**src/rtl/kbest_layer_scheduler.sv**
```systemverilog
// kbest_layer_scheduler: sequences one 4x4 K-best job through layers 3..0 and hands the result downstream
module kbest_layer_scheduler #(
  parameter int WL = 16,
  parameter int GEN_LAT = 1,
  parameter int STAGE_LAT = 2
) (
  input  logic            clk,
  input  logic            rst,
  input  logic            in_valid,
  output logic            in_ready,
  input  logic [10*WL-1:0] R_in,
  input  logic [4*WL-1:0] Y_in,
  input  logic            flush,
  output logic [1:0]      layer_sel,
  output logic            lay_issue,
  output logic [4*WL-1:0] R_row,
  output logic [WL-1:0]   Y_cur,
  output logic            out_valid,
  input  logic            out_ready,
  output logic            busy,
  output logic [7:0]      job_cnt
);
  typedef enum logic [1:0] {IDLE, ISSUE, WAIT, DONE} state_t;
  state_t state;
  logic [9:0][WL-1:0] r_q;
  logic [3:0][WL-1:0] y_q;
  logic [1:0] layer;
  logic [3:0] cnt;
  logic [3:0] lat;
  logic [4*WL-1:0] row;
  // latency of the current layer and its zero-padded row slice, pivot in slot 0
  always_comb begin
    lat = layer == 2'd3 ? 4'(GEN_LAT) : 4'(STAGE_LAT);
    row = layer == 2'd3 ? {{(3*WL){1'b0}}, r_q[9]} :
          layer == 2'd2 ? {{(2*WL){1'b0}}, r_q[8], r_q[7]} :
          layer == 2'd1 ? {{WL{1'b0}}, r_q[6], r_q[5], r_q[4]} :
                          {r_q[3], r_q[2], r_q[1], r_q[0]};
  end
  // job FSM; ISSUE drives the strobe on its exit edge, so a latency-1 layer chains straight into the next ISSUE
  always_ff @(posedge clk) begin
    if (rst) begin
      state <= IDLE;
      in_ready <= 1'b1;
      lay_issue <= 1'b0;
      out_valid <= 1'b0;
      busy <= 1'b0;
      layer_sel <= '0;
      R_row <= '0;
      Y_cur <= '0;
      job_cnt <= '0;
      r_q <= '0;
      y_q <= '0;
      layer <= '0;
      cnt <= '0;
    end else if (flush) begin
      state <= IDLE;
      in_ready <= 1'b1;
      lay_issue <= 1'b0;
      out_valid <= 1'b0;
      busy <= 1'b0;
    end else begin
      case (state)
        IDLE: if (in_valid) begin
          r_q <= R_in;
          y_q <= Y_in;
          layer <= 2'd3;
          in_ready <= 1'b0;
          busy <= 1'b1;
          state <= ISSUE;
        end
        ISSUE: begin
          lay_issue <= 1'b1;
          layer_sel <= layer;
          R_row <= row;
          Y_cur <= y_q[layer];
          cnt <= lat - 4'd2;
          state <= lat != 4'd1 ? WAIT : layer == 2'd0 ? DONE : ISSUE;
          if (lat == 4'd1) layer <= layer - 2'd1;
        end
        WAIT: begin
          lay_issue <= 1'b0;
          cnt <= cnt - 4'd1;
          if (cnt == 4'd0) begin
            state <= layer == 2'd0 ? DONE : ISSUE;
            layer <= layer - 2'd1;
          end
        end
        default: begin
          lay_issue <= 1'b0;
          if (out_valid && out_ready) begin
            out_valid <= 1'b0;
            job_cnt <= job_cnt + 8'd1;
            in_ready <= 1'b1;
            busy <= 1'b0;
            state <= IDLE;
          end else out_valid <= 1'b1;
        end
      endcase
    end
  end
  // latencies outside 1..15 cannot be counted by the 4-bit wait counter
  always_ff @(posedge clk) begin
    assert (GEN_LAT >= 1 && GEN_LAT <= 15 && STAGE_LAT >= 1 && STAGE_LAT <= 15);
  end
endmodule

```
**config.mk**
```make
export PLATFORM = sky130hd
export DESIGN_NAME = kbest_layer_scheduler
export DESIGN_NICKNAME = d
export VERILOG_FILES = /design/src/rtl/kbest_layer_scheduler.sv
export SDC_FILE = /design/constraint.sdc
export NUM_CORES = 1
export LEC_CHECK = 0
export ABC_AREA = 1
export ABC_CLOCK_PERIOD_IN_PS = 2400
export CORE_MARGIN = 5
export CORE_UTILIZATION = 40
export CTS_CLUSTER_SIZE = 40
export DETAILED_ROUTE_END_ITERATION = 12
export GPL_TIMING_DRIVEN = 0
export MAX_ROUTING_LAYER = met4
export PLACE_DENSITY_LB_ADDON = 0.15
export SYNTH_ARGS = -nofsm -noshare
export SYNTH_HDL_FRONTEND = slang
export SYNTH_SLANG_ARGS = --single-unit
```
**constraint.sdc**
```tcl
create_clock -name clk -period 2.4 [get_ports clk]
set_input_delay 0.24 -clock clk [delete_from_list [all_inputs] [get_ports clk]]
set_output_delay 0.24 -clock clk [all_outputs]
set_load 0.005 [all_outputs]
```
# ---- After elaboration in Yosys (flattened, before gate mapping)
# Index checks and enable logic that the tools add are counted.
dict set report totals {
  reg_bits 326
  inputBits 229
  out_inout_bits 94
  elab_cells 86
}
dict set report op_classes {
  n_addsub 4
  order_cmp 1
  eq_ne 10
  n_mux 25
  bitwise_logic 3
  reduce_logical 18
}
# op count
set ops {}
lappend ops {{64-bit 2-to-1 mux} 3}
lappend ops {{16-bit binary-select mux with 2-bit select} 1}
lappend ops {{2-bit 2-to-1 mux} 9}
lappend ops {{16-bit 2-to-1 mux} 1}
lappend ops {{2-bit case mux with 3 select lines} 2}
lappend ops {{3-bit AND reduction} 4}
lappend ops {{8-bit by 1-bit adder with 8-bit output, second input constant} 1}
lappend ops {{4-bit case mux with 2 select lines} 1}
lappend ops {{2-bit by 1-bit equality test with 1-bit output, second input constant} 3}
lappend ops {{2-bit equality test, second input constant} 3}
lappend ops {{2-bit != test, second input constant} 3}
lappend ops {{1-bit case mux with 2 select lines} 3}
lappend ops {{1-bit 2-to-1 mux} 5}
lappend ops {{5-bit AND reduction} 1}
lappend ops {{2-bit logical NOT} 2}
lappend ops {{4-bit logical NOT} 1}
lappend ops {{2-bit AND reduction} 2}
lappend ops {{2-bit nonzero test} 2}
lappend ops {{4-bit nonzero test} 1}
lappend ops {{2-bit OR reduction} 2}
lappend ops {{4-bit by 1-bit subtractor with 4-bit output, second input constant} 1}
lappend ops {{2-bit by 3-bit less-than comparator with 1-bit output, second input constant} 1}
lappend ops {{1-bit NOT} 3}
lappend ops {{3-bit nonzero test} 1}
lappend ops {{other kinds (5)} 5}

# ---- Depth between registers and ports, before layout
dict set report depth {
  depth_word 5
  depth_mapped 10
}

# ---- Worst setup path after synthesis
# No wires, ideal clock.
dict set report synth_path {
  path_kind {register to register}
  from {register layer[0]}
  to {register R_row[1]}
  setup_time_ps 122
  arrival_time_ps 1671
  path_slack_ps 607
  path_stages_with_launch 9
  n_path_buf 3
  period_less_slack_ps 1793
  cell_sequence {dfxtp_1 buf_2 inv_1 buf_2 ha_1 clkinv_1 clkbuf_1 o211ai_1 a21oi_1}
}
dict set report synth_between {
  elab_chain_cells 4
  elab_cells_between_ends 6
  classes_between {3 x eq/ne; 3 x mux}
}
# item line
set synth_lines {}
lappend synth_lines {{from (decl)} 27} ;# logic [1:0] layer;
lappend synth_lines {{from (signal assigned)} 78} ;# if (lat == 4'd1) layer <= layer - 2'd1;
lappend synth_lines {{from (signal assigned)} 85} ;# layer <= layer - 2'd1;
lappend synth_lines {{2-bit by 1-bit equality test with 1-bit output} 36} ;# layer == 2'd1 ? {{WL{1'b0}}, r_q[6], r_q[5], r_q[4]} :
lappend synth_lines {{64-bit 2-to-1 mux} 36}
lappend synth_lines {{64-bit 2-to-1 mux} 35} ;# layer == 2'd2 ? {{(2*WL){1'b0}}, r_q[8], r_q[7]} :
lappend synth_lines {{64-bit 2-to-1 mux *} 34} ;# row = layer == 2'd3 ? {{(3*WL){1'b0}}, r_q[9]} :
lappend synth_lines {{to (signal assigned)} 74} ;# R_row <= row;
lappend synth_lines {{to (decl)} 16} ;# output logic [4*WL-1:0] R_row,
# Mark *: on every way between the ends. The rest lies on a longest branch, timed or not.
# A chain may end at the register's enable or synchronous reset.

# ---- Worst setup path after layout
dict set report layout_path {
  from {register layer[1]}
  to {register R_row[8]}
}
# The elaborated chain is that of the path after synthesis.

==> results.json <==
{
  "status": "finished clean",
  "p_switching_mw": 3.69,
  "multi_input_area_um2": 5600,
  "ff2ff_path_depth": 8,
  "route.vias.total": 13200,
  "grt_antenna_before_repair": 9,
  "synth_area_leaders": "dfxtp_1 (49%), o21ai_0 (11%), nor2_1 (11%)",
  "io_buffers": 321,
  "ant_nets": 0,
  "clock_skew_ns": 0.00806,
  "hold_violations": 0,
  "rows": 66,
  "final_max_slew_viol_count": 0,
  "grt_max_degree": 16,
  "grt_pass1_vias": 12900,
  "coreArea_um2": 32600,
  "dp_hpwl_mm": 36.0,
  "grt.total_usage_pct": 25.7,
  "cp.arrival_ns": 2.74,
  "cpLargestDelayFamily": "buffers and inverters",
  "drc": 0,
  "power.share.switching_pct": 26.9,
  "die_y_um": 192,
  "dpl_cell_area_um2": 17000,
  "rsz0062_at_grt": "yes",
  "hold_path_class": "primary input to register",
  "worstSetupEndpoint": "R_row[8]",
  "grt_pass1_wl_mm": 71.9,
  "numCtsBuffers": 37,
  "overflow": 0,
  "leakagePower_nw": 7.37,
  "crit_buf_inv": 3,
  "dieArea_um2": 36800,
  "ys_seq_area_share_pct": 49.4,
  "start_util_pct": 40.5,
  "yosys_warnings": 0,
  "r2r_start": "layer[1]",
  "nets": 2438,
  "finalSetupViolations": 0,
  "ys_async_sr_fraction_pct": 0,
  "critical_path_required_ns": 2.85,
  "drv_cap": 0,
  "tightest_slew_ns": 0.735,
  "power.internal_mw": 10.0,
  "yosysMostFrequentCell": "nor2_1",
  "synth_ff_type": "dfxtp_1",
  "syn_area_per_cell_um2": 7.21,
  "h-tree-depth": 2,
  "gp_congestion": 0.922,
  "fin_crit_sh_pct": 95.4,
  "dr.pass1.iters": 6,
  "slew_headroom_pct": 51.0,
  "die_w_um": 192,
  "cpMaxStageDelayCell": "dfxtp_1",
  "cp.depth": 8,
  "drt-total-wl_mm": 47.5,
  "syn-cell-area_um2": 13200,
  "path_common_cell": "nand2_1",
  "critPathLaunchType": "register",
  "reg2reg_to": "R_row[8]",
  "nFillCells": 3137,
  "cts_tree": "done",
  "power_density_nw_per_um2": 751,
  "ys_types": 30,
  "path_class": "register to register",
  "crit_path_cell_trace": "clkinvlp_4 -> ha_1 -> inv_1 -> clkbuf_1 -> nand2_1 -> nand3_1 -> nand2_1 -> a21oi_1",
  "clock_sinks": 326,
  "synth_commonest_cells": "nor2_1 (381), dfxtp_1 (326), o21ai_0 (290)",
  "fmax_mhz": 437,
  "cts_root_buffer": "clkbuf_16",
  "pwr-share-comb_pct": 15.5,
  "sequentialPowerShare_pct": 43.7,
  "via_per_inst": 4.92,
  "synth_edf_count": 0,
  "r2r_slack_ns": 0.11,
  "drive_gt1_share_pct": 5.57,
  "yosys.area.top_type": "dfxtp_1",
  "layout.cell_area.non_filler_um2": 18300,
  "dp.cells": 2597,
  "stdcell_count": 2678,
  "cts.path.max_buffers": 3,
  "drt-initial-drc-count": 968,
  "end_kind": "register",
  "yosysTopAreaCellShare_pct": 49.4,
  "area.sequential_um2": 6530,
  "wl_per_cell_um": 17.8,
  "ys_ff_latch": 326,
  "syn_inst": 1834,
  "syn-num-nets": 2076,
  "clk_latency_ns": 0.52,
  "cp-startpoint": "layer[1]",
  "path_clk_slew_ns": 0.06,
  "syn_to_final_growth_pct": 38.2,
  "ioPinCount": 323,
  "period_needed_ns": 2.29,
  "cpPeakStageDelay_ns": 0.56,
  "ir_drop_uv": 416,
  "crit_fanout": 10,
  "holdWs_ns": 0.251,
  "clkPwrFrac_pct": 40.8
}
-- routing by layer --
layer  part of all wire [%]  track usage [%]
met1                     44             32.9
met4                    2.1             6.27
met5                      0                -
met3                    7.3             4.93
met2                     47             42.1
-- power groups by stage --
stage | Combinational, mW | Clock [mW] | Sequential, mW
floorplan | 1.14 | 0 | 6.05
global placement | 2.06 | 0 | 6.09
detailed placement | 2.09 | 0 | 6.10
CTS | 2.11 | 5.65 | 5.99
global route | 2.37 | 5.89 | 6.03
finish | 2.12 | 5.60 | 5.99
-- sequential cells by signal, summed over array words and instances (netlist names), 2 cells and up --
name / count
cnt: 4
layer: 2
layer_sel: 2
state: 2
r_q: 160
job_cnt: 8
R_row: 64
Y_cur: 16
y_q: 64
-- worst reg2reg max path, stage by stage, from the launching register on --
cell        delay [ns]
dfxtp_1           0.56
clkinvlp_4        0.29
ha_1              0.30
inv_1             0.11
clkbuf_1          0.52
nand2_1           0.11
nand3_1           0.14
nand2_1           0.08
a21oi_1           0.11
-- logic make-up (layout without fill, tap and decap cells) --
| kind of cell | after synthesis | after routing | synth area share [%] |
|---|---|---|---|
| compound gates | 501 | 501 | 19.2 |
| fa+ha+maj | 13 | 13 | 1.23 |
| buf+inv | 262 | 653 | 8.37 |
| flops | 326 | 326 | 49.4 |
| other cells | 0 | 11 | 0 |
| simple gates | 732 | 732 | 21.9 |
-- worst min-delay path by stage --
| stage | from | end | slack [ns] | cells past startpoint |
|---|---|---|---|---|
| after floorplan | out_ready | out_valid | 0.35 | 1 |
| after global placement | r_q[42] | r_q[42] | 0.43 | 2 |
| after detailed placement | r_q[37] | r_q[37] | 0.44 | 2 |
| after CTS | rst | in_ready | 0.26 | 3 |
| after global routing | rst | in_ready | 0.28 | 3 |
| final | rst | in_ready | 0.25 | 3 |
-- through the flow --
step | TNS [ns] | setup WS, ns | utilization [%] | total power, mW
3_5_place_dp | -10.15 | -0.252 | 52.1 | 8.19
5_1_grt | -0.0459 | -0.0386 | 56.0 | 14.3
2_1_floorplan | 0 | 0.607 | - | 7.18
4_1_cts | -0.274 | -0.0657 | 55.8 | 13.7
3_3_place_gp | -10.37 | -0.264 | 52.1 | 8.16
6_report | 0 | 0.109 | 56.0 | 13.7
-- repair_timing --
item,4_1_cts,5_1_grt
hold buffers,0,0
resized for setup,4,12
endpoints found under the setup margin,90,63
buffers inserted,0,3
pin swaps,0,1
-- layout make-up --
| class | instances | area share (%) |
|---|---|---|
| flip-flops and latches | 326 | 35.7 |
| clock inverters | 7 | 0.246 |
| clock buffers | 61 | 6.39 |
| inverters | 130 | 2.71 |
| well taps | 442 | 3.03 |
| repair buffers | 324 | 17.7 |
| plain buffers | 131 | 3.44 |
| multi-input cells | 1246 | 30.6 |
| diodes | 11 | 0.151 |
-- cells in the final DEF (no fill, tap or decap), types with 2 or more instances in the layout --
master,count
a211oi_1,2
a21oi_1,198
buf_1,10
buf_2,32
buf_4,4
buf_6,10
clkbuf_1,79
clkbuf_16,39
clkbuf_2,8
clkbuf_4,2
clkbuf_8,11
clkdlybuf4s50_1,321
clkinv_2,4
clkinvlp_4,3
dfxtp_1,326
diode_2,11
ha_1,12
inv_1,126
inv_2,2
inv_6,2
nand2_1,261
nand2_2,2
nand3_1,71
nand4_1,9
nor2_1,381
nor3_1,2
o211ai_1,7
o21ai_0,290
or2_2,2
Power figures use the tool's default switching activity.
